==> src/rtl/imem_loader_pkg.sv <==
// Shared definitions for the instruction-memory boot loader.
package imem_loader_pkg;

  // Loader states
  typedef enum logic [2:0] {
    IDLE   = 3'd0,
    HDR_HI = 3'd1,
    HDR_LO = 3'd2,
    DATA   = 3'd3,
    CHECK  = 3'd4,
    DONE   = 3'd5,
    ERR    = 3'd6
  } state_t;

  // Frame geometry
  localparam int HDR_BYTES  = 2;
  localparam int WORD_BYTES = 4;
  localparam int CHK_WIDTH  = 8;

  // True in the states that take bytes from the stream
  function automatic logic isReceiving(input state_t s);
    return (s == HDR_HI) || (s == HDR_LO) || (s == DATA) || (s == CHECK);
  endfunction

endpackage

==> src/rtl/imem_word_packer.sv <==
// Packs big-endian stream bytes into 32-bit instruction words.
// o_word_complete pulses the cycle after the fourth byte of a word,
// while o_word still holds the fully assembled word.
module imem_word_packer
  import imem_loader_pkg::*;
(
  input  logic        i_clk,
  input  logic        i_rst_n,
  input  logic        i_clear,
  input  logic        i_byte_strobe,
  input  logic [7:0]  i_byte,
  output logic [1:0]  o_lane,
  output logic [31:0] o_word,
  output logic        o_word_complete
);

  logic [1:0]  r_lane;
  logic [31:0] r_word;
  logic        r_word_complete;

  // Shift each accepted byte in MSB-first and flag the end of a word
  always_ff @(posedge i_clk or negedge i_rst_n) begin
    if (!i_rst_n) begin
      r_lane          <= 2'd0;
      r_word          <= 32'd0;
      r_word_complete <= 1'b0;
    end else begin
      r_word_complete <= 1'b0;
      if (i_clear) begin
        r_lane <= 2'd0;
        r_word <= 32'd0;
      end else if (i_byte_strobe) begin
        r_word          <= {r_word[23:0], i_byte};
        r_lane          <= r_lane + 2'd1;
        r_word_complete <= (r_lane == 2'(WORD_BYTES - 1));
      end
    end
  end

  assign o_lane          = r_lane;
  assign o_word          = r_word;
  assign o_word_complete = r_word_complete;

endmodule

==> src/rtl/imem_loader.sv <==
// Boot-time loader: receives a framed byte stream (word-count header,
// big-endian words, checksum) and writes it into the instruction RAM
// while holding the CPU in reset.
module imem_loader
  import imem_loader_pkg::*;
#(
  parameter int ADDR_WIDTH     = 8,
  parameter int TIMEOUT_CYCLES = 1000000
) (
  input  logic                  i_clk,
  input  logic                  i_rst_n,
  input  logic                  i_start,
  input  logic                  i_byte_valid,
  input  logic [7:0]            i_byte_data,
  output logic                  o_byte_ready,
  output logic                  o_wr_en,
  output logic [ADDR_WIDTH-1:0] o_wr_addr,
  output logic [31:0]           o_wr_data,
  output logic                  o_cpu_hold,
  output logic                  o_done,
  output logic                  o_error,
  output logic [ADDR_WIDTH:0]   o_word_count
);

  localparam int TW = $clog2(TIMEOUT_CYCLES + 1);
  localparam int CW = ADDR_WIDTH + 1;
  localparam int NW = HDR_BYTES * 8;
  localparam logic [NW:0] CAPACITY = (NW + 1)'(1) << ADDR_WIDTH;

  state_t               r_state;
  state_t               w_next_state;
  logic [CW-1:0]        r_word_count;
  logic [CHK_WIDTH-1:0] r_checksum;
  logic [TW-1:0]        r_timeout;
  logic [NW-1:0]        r_n_words;

  logic          w_receiving;
  logic          w_accept;
  logic          w_start_load;
  logic          w_data_accept;
  logic          w_last_byte;
  logic          w_last_word;
  logic          w_timeout;
  logic [NW-1:0] w_hdr_n;
  logic          w_oversize;
  logic [1:0]    w_lane;
  logic [31:0]   w_word;
  logic          w_word_complete;

  assign w_receiving   = isReceiving(r_state);
  assign w_accept      = i_byte_valid && w_receiving;
  assign w_start_load  = i_start && ((r_state == IDLE) || (r_state == ERR));
  assign w_data_accept = w_accept && (r_state == DATA);
  assign w_last_byte   = w_data_accept && (w_lane == 2'(WORD_BYTES - 1));
  assign w_last_word   = ((NW + 1)'(r_word_count) + (NW + 1)'(1)) == {1'b0, r_n_words};
  assign w_timeout     = w_receiving && !w_accept && (r_timeout == TW'(TIMEOUT_CYCLES - 1));
  assign w_hdr_n       = {r_n_words[NW-9:0], i_byte_data};
  assign w_oversize    = {1'b0, w_hdr_n} > CAPACITY;

  imem_word_packer u_packer (
    .i_clk           (i_clk),
    .i_rst_n         (i_rst_n),
    .i_clear         (w_start_load),
    .i_byte_strobe   (w_data_accept),
    .i_byte          (i_byte_data),
    .o_lane          (w_lane),
    .o_word          (w_word),
    .o_word_complete (w_word_complete)
  );

  // State register
  always_ff @(posedge i_clk or negedge i_rst_n) begin
    if (!i_rst_n) r_state <= IDLE;
    else          r_state <= w_next_state;
  end

  // Next-state logic; DATA leaves on the last payload byte so the checksum
  // byte can follow immediately while the final write is still in flight
  always_comb begin
    w_next_state = r_state;
    case (r_state)
      IDLE:    if (w_start_load) w_next_state = HDR_HI;
      HDR_HI:  if (w_accept) w_next_state = HDR_LO;
      HDR_LO: begin
        if (w_accept) begin
          if (w_oversize)            w_next_state = ERR;
          else if (w_hdr_n == '0)    w_next_state = CHECK;
          else                       w_next_state = DATA;
        end
      end
      DATA:    if (w_last_byte && w_last_word) w_next_state = CHECK;
      CHECK: begin
        if (w_accept) begin
          if (i_byte_data == r_checksum) w_next_state = DONE;
          else                           w_next_state = ERR;
        end
      end
      DONE:    w_next_state = IDLE;
      ERR:     if (w_start_load) w_next_state = HDR_HI;
      default: w_next_state = IDLE;
    endcase
    if (w_timeout) w_next_state = ERR;
  end

  // Header, checksum, word counter and inactivity timer
  always_ff @(posedge i_clk or negedge i_rst_n) begin
    if (!i_rst_n) begin
      r_word_count <= '0;
      r_checksum   <= '0;
      r_timeout    <= '0;
      r_n_words    <= '0;
    end else if (w_start_load) begin
      r_word_count <= '0;
      r_checksum   <= '0;
      r_timeout    <= '0;
      r_n_words    <= '0;
    end else begin
      if (w_word_complete) r_word_count <= r_word_count + CW'(1);
      if (w_data_accept)   r_checksum   <= r_checksum + i_byte_data;
      if (w_accept && ((r_state == HDR_HI) || (r_state == HDR_LO)))
        r_n_words <= w_hdr_n;
      if (!w_receiving || w_accept) r_timeout <= '0;
      else                          r_timeout <= r_timeout + TW'(1);
    end
  end

  assign o_byte_ready = w_receiving;
  assign o_cpu_hold   = w_receiving || (r_state == ERR);
  assign o_done       = (r_state == DONE);
  assign o_error      = (r_state == ERR);
  assign o_wr_en      = w_word_complete;
  assign o_wr_addr    = r_word_count[ADDR_WIDTH-1:0];
  assign o_wr_data    = w_word;
  assign o_word_count = r_word_count;

endmodule

==> config.mk <==
export PLATFORM = sky130hd
export DESIGN_NAME = imem_loader
export DESIGN_NICKNAME = d
export VERILOG_FILES = /design/src/rtl/imem_loader_pkg.sv /design/src/rtl/imem_word_packer.sv /design/src/rtl/imem_loader.sv
export SDC_FILE = /design/constraint.sdc
export NUM_CORES = 1
export LEC_CHECK = 0
export ABC_AREA = 1
export ABC_CLOCK_PERIOD_IN_PS = 4500
export BUFFER_PORTS_ARGS = -buffer_cell sky130_fd_sc_hd__clkbuf_2
export CAP_MARGIN = 20
export CELL_PAD_IN_SITES_DETAIL_PLACEMENT = 1
export CELL_PAD_IN_SITES_GLOBAL_PLACEMENT = 2
export CORE_MARGIN = 4
export CORE_UTILIZATION = 36
export DETAILED_ROUTE_END_ITERATION = 16
export HOLD_SLACK_MARGIN = 0.06
export PLACE_DENSITY_LB_ADDON = 0.1
export SYNTH_ARGS = -nofsm -noshare
export SYNTH_HDL_FRONTEND = slang
export SYNTH_SLANG_ARGS = --single-unit
export TNS_END_PERCENT = 1
==> constraint.sdc <==
create_clock -name i_clk -period 4.5 [get_ports i_clk]
set_input_delay 0.225 -clock i_clk [delete_from_list [all_inputs] [get_ports i_clk]]
set_output_delay 0.225 -clock i_clk [all_outputs]
set_load 0.02 [all_outputs]
==> results of run 1 <==
## where the power goes
group | leakage [uW] | internal, uW | switching, uW
Clock | 0.000158 | 494 | 347
Combinational | 0.00120 | 324 | 773
Sequential | 0.00124 | 993 | 110
Total | 0.00260 | 1810 | 1230
## area by class of cell
type | instances | share of cell area [%]
Clock buffer | 10 | 4.18
Clock inverter | 6 | 1.74
Inverter | 103 | 7.10
Multi-Input combinational cell | 379 | 35.2
Sequential cell | 91 | 41.6
Tap cell | 172 | 3.93
Timing Repair Buffer | 67 | 6.30
## final timing paths
check / from / endpoint / slack [ns] / cells past startpoint
min in group asynchronous: i_rst_n / u_packer.o_word[28]$_DFFE_PN0P_ / 0.38 / 2
max: r_state[2]$_DFFE_PN0P_ / u_packer.o_word[31]$_DFFE_PN0P_ / 2.12 / 5
min reg2reg: r_timeout[0]$_DFF_PN0_ / r_timeout[0]$_DFF_PN0_ / 0.46 / 1
min: i_byte_valid / r_timeout[13]$_DFF_PN0_ / 0.28 / 4
max in group asynchronous: i_rst_n / r_timeout[11]$_DFF_PN0_ / 3.00 / 3
max reg2reg: r_state[2]$_DFFE_PN0P_ / u_packer.o_word[31]$_DFFE_PN0P_ / 2.12 / 5
## per-stage QoR
step / hold WS, ns / cell area [um^2] / cells / power [uW]
global route: 0.309 / 5480 / 828 / 3270
global placement: 0.233 / 5150 / 811 / 2200
finish: 0.278 / 5480 / 828 / 3040
detailed placement: 0.241 / 5150 / 811 / 2230
CTS: 0.269 / 5480 / 828 / 3080
floorplan: -0.0706 / 4720 / 591 / 1910
## critical path: cells and delay by family, from the launching register on
kind / cells / cell delay [ns]
buffers and inverters: 2 / 0.89
flip-flops: 1 / 0.41
AO/OA/AOI/OAI: 1 / 0.42
AND/OR/NAND/NOR: 2 / 0.55
## flip-flops by register name, summed over array words and instances (netlist names)
register,cells
u_packer.o_word,32
o_word_count,9
u_packer.o_word_complete,1
r_n_words,16
r_state,3
r_checksum,8
u_packer.o_lane,2
r_timeout,20
## cell usage in the layout, fill, tap and decap left out, drive strengths merged, types with 2 or more instances in the layout
cell      n
bufinv    2
dfrtp    91
a21oi    15
inv     105
ha       10
nand3    39
clkinv    2
nor3     13
nor2     57
o211ai    2
o21ai    45
xor2      5
nor3b     2
nand4    12
o21a      3
buf       2
nand2   135
nor4      5
a22o      2
clkbuf   74
o22ai    28
## layer usage
layer / routed length (um) / vias to the layer above
li1: - / 2033
met1: 6010 / 1971
met2: 6100 / 54
met3: 348 / 14
met4: 187 / 0
met5: 0 / -
## kinds of logic (layout without fill, tap and decap cells)
family                     count (synthesis)  count (layout)  share of synthesized area [%]
and+or+nand+nor                          264             264                           24.9
buffers and inverters                    121             186                           10.9
AOI/OAI and AO/OA                         98              98                           11.8
DFF                                       91              91                           48.3
adders and majority gates                 11              11                           3.08
xor gates and xnor gates                   6               6                           1.11
## timing repair
action / CTS / global route
hold buffers: 1 / 0
setup endpoints to repair: 0 / 0
endpoints found under the hold margin: 36 / 0
==> results.json, run 1 <==
{
  "status": "completed",
  "endpoint_kind": "flop",
  "cts_resized": 0,
  "drive_gt1_share_pct": 15.2,
  "vias": 4072,
  "drtIter0Drc": 196,
  "drc_errors": 0,
  "utilization_pct": 43.1,
  "fin_tns_setup_ns": 0,
  "place_congestion": 0.784,
  "path_clk_slew_ns": 0.07,
  "cap_viol_max_count": 0,
  "grt_pass1_vias": 4211,
  "boundaryPins": 66,
  "syn_area_per_cell_um2": 7.99,
  "critical_path.max_fanout": 28,
  "pre_cts_ws_ns": 2.02,
  "synth-seq-area-share_pct": 48.3,
  "slowest_delay_ns": 0.74,
  "yosys.area.top_type": "dfrtp_1",
  "period_needed_ns": 2.38,
  "fillerInstances": 1595,
  "routed_via_density": 4.92,
  "synth_edf_count": 0,
  "fin_skew_ns": 0.00997,
  "die_w_um": 123,
  "hold_viol_final": 0,
  "gr-total-overflow": 0,
  "syn_area_um2": 4720,
  "globalRouteMet1Util_pct": 24.0,
  "met3_usage_pct": 2.63,
  "num_rows": 41,
  "crit_path_cell_trace": "inv_2 > nand3_2 > nor2_4 > clkinv_1 > o21ai_0",
  "cpMaxStageDelayCell": "clkinv_1",
  "fin_ws_ns": 2.12,
  "h-tree-depth": 3,
  "post-synth-top-count-cell": "nand2_1",
  "dieArea_um2": 15000,
  "placeableCoreArea_um2": 12700,
  "finalCritPeriodShare_pct": 52.9,
  "max-slew-margin-rel_pct": 50.7,
  "ir_worst_vdd_uv": 218,
  "grt_pass1_wl_mm": 21.3,
  "syn-instance-count": 591,
  "top_usage_layer": "met2",
  "synth_top_area_share_pct": 48.3,
  "async_reset_ff_share_pct": 100,
  "cts_setup_buffers": 0,
  "synth-main-ff-cell": "dfrtp_1",
  "crit_type": "reg2reg",
  "port_buffers": 65,
  "antenna_found_initial": 0,
  "multi_input_area_um2": 1930,
  "grt_use_total_pct": 18.2,
  "p_leak_uw": 0.00260,
  "power_density_nw_per_um2": 555,
  "area.growth.synth_to_final_pct": 16.1,
  "synthTopCellsByArea": "dfrtp_1, nand2_1, inv_1",
  "cp-start-kind": "flop",
  "insertion_delay_ns": 0.35,
  "fmax_mhz": 420,
  "fin_nets": 674,
  "first_pass_iters": 4,
  "use_met2_pct": 30.8,
  "cts_root_buffer": "clkbuf_16",
  "synth.distinct_cells": 38,
  "crit_required_ns": 4.74,
  "cts_sinks": 91,
  "crit_arrival_ns": 2.62,
  "slew_violations": 0,
  "place_hpwl_mm": 9.53,
  "tightest_slew_ns": 0.735,
  "start_util_pct": 37.1,
  "wl_per_cell_um": 15.3,
  "synth_common_cells": "nand2_1, inv_1, dfrtp_1",
  "ys_ff_latch": 91,
  "numCtsBuffers": 9,
  "rsz0062_at_grt": "no",
  "die_y_um": 123,
  "min_path_type": "in2reg",
  "yosys_warnings": 0,
  "cts_max_path_buffers": 2,
  "setup_violations": 0,
  "wl_mm": 12.7,
  "ant_nets": 0,
  "cts_tree": "built",
  "synth_nets": 614,
  "antenna_cells": 0,
  "regArea_um2": 2280,
  "grt_max_degree": 56
}
No activity file was read; power rests on OpenSTA's default activity.
==> run 2: changes to the inputs <==
- ABC_CLOCK_PERIOD_IN_PS: 4500 -> 2000
- CORE_UTILIZATION: 36 -> 30
- clock period: 4.5 -> 2 ns (I/O delays scaled with it)
==> run 2 against run 1 <==
Global-route usage down 2.6 points. Via count up 1.2%. Final area rose by 4.9%. Critical endpoint is now r_state[0]$_DFFE_PN0P_.
==> results.json, run 2 (synthesis gave the netlist of run 1 again) <==
{
  "drive_gt1_share_pct": 20.6,
  "antenna_found_initial": 0,
  "grt_pass1_vias": 4310,
  "ir_worst_vdd_uv": 557,
  "cap_viol_max_count": 0,
  "drtIter0Drc": 135,
  "hold_viol_final": 0,
  "die_y_um": 133,
  "mostFrequentLayoutCells": "nand2_1, inv_1, dfrtp_1",
  "crit_required_ns": 2.23,
  "cts_root_buffer": "clkbuf_16",
  "p_seq_share_pct": 36.3,
  "dieArea_um2": 17800,
  "whs_ns": 0.170,
  "crit_type": "reg2reg",
  "status": "completed",
  "port_buffers": 65,
  "max-slew-margin-rel_pct": 71.9,
  "mostFrequentLayoutCell": "nand2_1",
  "placeableCoreArea_um2": 15300,
  "drc_errors": 0,
  "tightest_slew_ns": 0.418,
  "insertion_delay_ns": 0.35,
  "gr-total-overflow": 0,
  "place_congestion": 0.804,
  "min_path_type": "in2reg",
  "critical_path.max_fanout": 4,
  "endpoint_kind": "flop",
  "num_rows": 45,
  "grt_max_degree": 54,
  "first_pass_iters": 4,
  "grt_pass1_wl_mm": 22.4,
  "wl_per_cell_um": 15.1,
  "p_leak_uw": 0.00269,
  "rsz0062_at_grt": "yes",
  "slew_violations": 0,
  "grt_use_total_pct": 15.6,
  "place_hpwl_mm": 10.4,
  "area.growth.synth_to_final_pct": 21.8,
  "cts_max_path_buffers": 2,
  "cts_tree": "built",
  "p_clk_share_pct": 25.5,
  "numCtsBuffers": 9,
  "swShare_pct": 41.1,
  "cts_sinks": 91,
  "crit_arrival_ns": 2.08,
  "largest_reg_flops": 32,
  "h-tree-depth": 3,
  "boundaryPins": 66,
  "ant_nets": 0,
  "fin_tns_setup_ns": 0,
  "die_w_um": 133,
  "finalCritPeriodShare_pct": 92.6,
  "wl_mm": 13.4,
  "fin_skew_ns": 0.00676,
  "fin_nets": 694,
  "routed_via_density": 4.65,
  "period_needed_ns": 1.85,
  "start_util_pct": 30.8,
  "antenna_cells": 0,
  "fmax_mhz": 540,
  "setup_violations": 0,
  "cp-start-kind": "flop",
  "pwr-share-comb_pct": 38.2,
  "path_clk_slew_ns": 0.07,
  "vias": 4120,
  "p_int_uw": 4030,
  "power_density_nw_per_um2": 1190,
  "power.switching_uw": 2810
}
[run 2: cell types whose count changed in the layout (fill, tap and decap cells not counted), moves of 3 or more]
| cell | before | now |
|---|---|---|
| buf_4 | 2 | 21 |
| dfrtp_2 | 0 | 4 |
| nor2_1 | 49 | 43 |
| nand2_1 | 134 | 131 |
| nor2_2 | 4 | 9 |
| dfrtp_1 | 91 | 87 |
[run 2: worst paths after layout]
| kind | startpoint | endpoint | cells after the start | slack (ns) |
|---|---|---|---|---|
| max | o_word_count[1]$_DFFE_PN0P_ | r_state[0]$_DFFE_PN0P_ | 14 | 0.15 |
| min | i_byte_data[0] | r_n_words[0]$_DFFE_PN0P_ | 5 | 0.17 |
| max reg2reg | o_word_count[1]$_DFFE_PN0P_ | r_state[0]$_DFFE_PN0P_ | 14 | 0.15 |
| min reg2reg | u_packer.o_word[27]$_DFFE_PN0P_ | u_packer.o_word[27]$_DFFE_PN0P_ | 2 | 0.48 |
| max in group asynchronous | i_rst_n | r_state[1]$_DFFE_PN0P_ | 3 | 1.22 |
| min in group asynchronous | i_rst_n | u_packer.o_word[28]$_DFFE_PN0P_ | 2 | 0.18 |
[run 2: area by class of cell]
| type | count | area, um^2 |
|---|---|---|
| Timing Repair Buffer | 87 | 508 |
| Sequential cell | 91 | 2280 |
| Fill cell | 1900 | 9570 |
| Tap cell | 211 | 264 |
| Multi-Input combinational cell | 379 | 2000 |
| Inverter | 103 | 389 |
| Clock buffer | 9 | 225 |
| Clock inverter | 6 | 75.1 |
[run 2: repair_timing]
item                                    4_1_cts  5_1_grt
resized for setup                             0       24
hold endpoints to repair                     91        0
hold buffers                                  1        0
buffers inserted                              0        7
endpoints found under the setup margin        0       10
[run 2: routing by layer]
metal | part of all wire [%] | track usage (%) | up-vias
li1 | - | - | 2073
met1 | 48 | 20.9 | 1991
met2 | 48 | 26.0 | 49
met3 | 3.1 | 3.59 | 7
met4 | 0.84 | 3.43 | 0
met5 | 0 | 0 | -
[run 2: per-stage QoR]
step	util, %	total power [uW]	setup slack, ns	cell area [um^2]	std cells
after floorplan	-	4290	0.204	4720	591
after global placement	34.6	5120	0.123	5310	863
after detailed placement	34.6	5170	0.0640	5310	863
after CTS	36.7	6950	0.0433	5620	879
after global routing	37.5	7410	-0.0753	5750	886
final	37.5	6840	0.148	5750	886
[run 2: critical path: stages (launching register included)]
cell	delay, ns
dfrtp_1	0.43
buf_4	0.16
buf_4	0.13
nand4_1	0.11
nand2_1	0.08
nand2_1	0.07
nand2_1	0.05
inv_1	0.05
nand2_1	0.07
nor2_1	0.09
nand3_1	0.10
nand2_1	0.11
nand2_2	0.07
o21bai_1	0.16
inv_1	0.05
[run 2: power groups by stage]
stage                     combinational [uW]  clock (uW)  sequential (uW)
after floorplan                         1670           0             2610
after global placement                  2610           0             2510
after detailed placement                2640           0             2520
after CTS                               2670        1810             2480
after global routing                    2990        1890             2530
final                                   2620        1740             2480
==> run 3: changes to the inputs <==
==> constraint.sdc (replaced) <==
create_clock -name i_clk -period 2 [get_ports i_clk]
set_input_delay 0.2 -clock i_clk [delete_from_list [all_inputs] [get_ports i_clk]]
set_output_delay 0.2 -clock i_clk [all_outputs]
set_load 0.02 [all_outputs]
==> run 3 against run 2 <==
Critical path depth is 10 lower. Hold slack better by 0.047 ns. Final area is 0.96% lower. Clock skew is 0.0022 ns higher. Highest routed layer unchanged. Die area stayed put. Flip-flop and latch count stayed put. Core utilization is 0.36 points lower. Critical path type is now reg2out. Clock power is 9.8% higher. Combinational power hardly changed. Wire length is 0.82% higher. Largest cell class unchanged.
==> results.json, run 3 (synthesis gave the netlist of run 1 again) <==
{
  "finalCritPeriodShare_pct": 93.2,
  "wl_mm": 13.5,
  "ir_worst_vdd_uv": 440,
  "largest_reg_flops": 32,
  "crit_arrival_ns": 1.66,
  "h-tree-depth": 3,
  "cts_sinks": 91,
  "grt_max_degree": 54,
  "placeableCoreArea_um2": 15300,
  "cts_root_buffer": "clkbuf_16",
  "routed_via_density": 4.69,
  "gr-total-overflow": 0,
  "die_w_um": 133,
  "drc_errors": 0,
  "status": "completed",
  "fin_tns_setup_ns": 0,
  "port_buffers": 65,
  "antenna_found_initial": 0,
  "drive_gt1_share_pct": 19.1,
  "r2r-start": "r_state[0]$_DFFE_PN0P_",
  "cts_tree": "built",
  "area.growth.synth_to_final_pct": 20.6,
  "grt_pass1_vias": 4297,
  "fin_nets": 688,
  "rr_worst_depth": 8,
  "crit_required_ns": 1.80,
  "drtIter0Drc": 197,
  "slowest_delay_ns": 0.46,
  "dr.max_layer_used": "met4",
  "first_pass_iters": 4,
  "insertion_delay_ns": 0.35,
  "period_needed_ns": 1.86,
  "num_rows": 45,
  "numCtsBuffers": 9,
  "cap_viol_max_count": 0,
  "endpoint_kind": "output port",
  "start_util_pct": 30.8,
  "path_clk_slew_ns": 0.07,
  "power_density_nw_per_um2": 1230,
  "mostFrequentLayoutCells": "nand2_1, inv_1, dfrtp_1",
  "reg2reg_to": "u_packer.o_word[1]$_DFFE_PN0P_",
  "crit_path_cell_trace": "nor3_1 > nor2_2 > o21ai_0 > clkbuf_2",
  "crit_type": "reg2out",
  "cts_max_path_buffers": 2,
  "hold_viol_final": 0,
  "cp-start-kind": "flop",
  "place_hpwl_mm": 10.2,
  "cpMaxStageDelayCell": "dfrtp_1",
  "p_leak_uw": 0.00266,
  "boundaryPins": 66,
  "dr_wl_met3_um": 418,
  "r2r_setup_slack_ns": 0.15,
  "grt_pass1_wl_mm": 22.3,
  "setup_violations": 0,
  "dieArea_um2": 17800,
  "wl_met2_mm": 6.47,
  "fin_skew_ns": 0.00896,
  "vias": 4133,
  "ant_nets": 0,
  "dpl_cell_area_um2": 5310,
  "m1WireLength_mm": 6.37,
  "slew_violations": 0,
  "mostFrequentLayoutCell": "nand2_1",
  "wl_per_cell_um": 15.3,
  "antenna_cells": 0,
  "rsz0062_at_grt": "yes",
  "place_congestion": 0.798,
  "die_y_um": 133,
  "max-slew-margin-rel_pct": 69.5,
  "min_path_type": "in2async",
  "utilization_pct": 37.2,
  "critical_path.max_fanout": 6,
  "stdcell_area_um2": 5690,
  "fmax_mhz": 537,
  "tightest_slew_ns": 0.457,
  "fillerInstances": 1898,
  "grt_use_total_pct": 15.6
}
==> run 3: worst max-delay path by stage <==
stage	start	endpoint	slack, ns	cells after the start
floorplan	o_word_count[1]$_DFFE_PN0P_	r_state[0]$_DFFE_PN0P_	0.20	14
global placement	r_timeout[0]$_DFF_PN0_	r_timeout[14]$_DFF_PN0_	0.13	13
detailed placement	r_timeout[0]$_DFF_PN0_	r_timeout[14]$_DFF_PN0_	0.06	13
CTS	r_state[0]$_DFFE_PN0P_	o_cpu_hold	0.006	5
global route	o_word_count[1]$_DFFE_PN0P_	r_state[0]$_DFFE_PN0P_	-0.04	14
finish	r_state[0]$_DFFE_PN0P_	o_cpu_hold	0.14	4
==> run 3: metal layers <==
metal	GRT usage, %	vias up
li1	-	2051
met4	5.14	0
met5	0	-
met1	21.0	2006
met3	2.61	13
met2	25.5	63
==> run 3: power by group <==
group	total, uW	switching, uW	leakage, uW	internal [uW]
logic	2590	1780	0.00127	811
clock network	1910	793	0.000159	1110
registers	2480	247	0.00124	2230
==> run 3: per-stage QoR <==
| stage | power [uW] | setup WS (ns) | cells | hold WS [ns] |
|---|---|---|---|---|
| 3_3_place_gp | 5110 | 0.127 | 863 | 0.0448 |
| 3_5_place_dp | 5150 | 0.0631 | 863 | 0.0435 |
| 2_1_floorplan | 4290 | 0.204 | 591 | -0.0956 |
| 4_1_cts | 7110 | 0.00604 | 880 | 0.205 |
| 5_1_grt | 7530 | -0.0415 | 881 | 0.219 |
| 6_report | 6980 | 0.137 | 881 | 0.216 |
==> run 3: layout make-up <==
class | instances | area, um^2 | share of cell area (%)
timing repair buffer | 81 | 463 | 8.13
sequential | 91 | 2280 | 40.1
clock buffer | 10 | 229 | 4.02
inverter | 103 | 389 | 6.84
multi-input combinational | 379 | 1970 | 34.6
tap | 211 | 264 | 4.64
clock inverter | 6 | 97.6 | 1.71
==> run 3: timing repair <==
| action | CTS | global route |
|---|---|---|
| endpoints found under the hold margin | 91 | 0 |
| resized for setup | 0 | 14 |
| setup endpoints to repair | 0 | 9 |
| hold buffers | 1 | 0 |
| buffers inserted | 0 | 1 |
==> run 3: critical path, delay by kind of cell (launching register included) <==
| kind | cells | cell delay (ns) |
|---|---|---|
| simple gates | 2 | 0.47 |
| flops | 1 | 0.46 |
| buf+inv | 1 | 0.23 |
| compound gates | 1 | 0.15 |
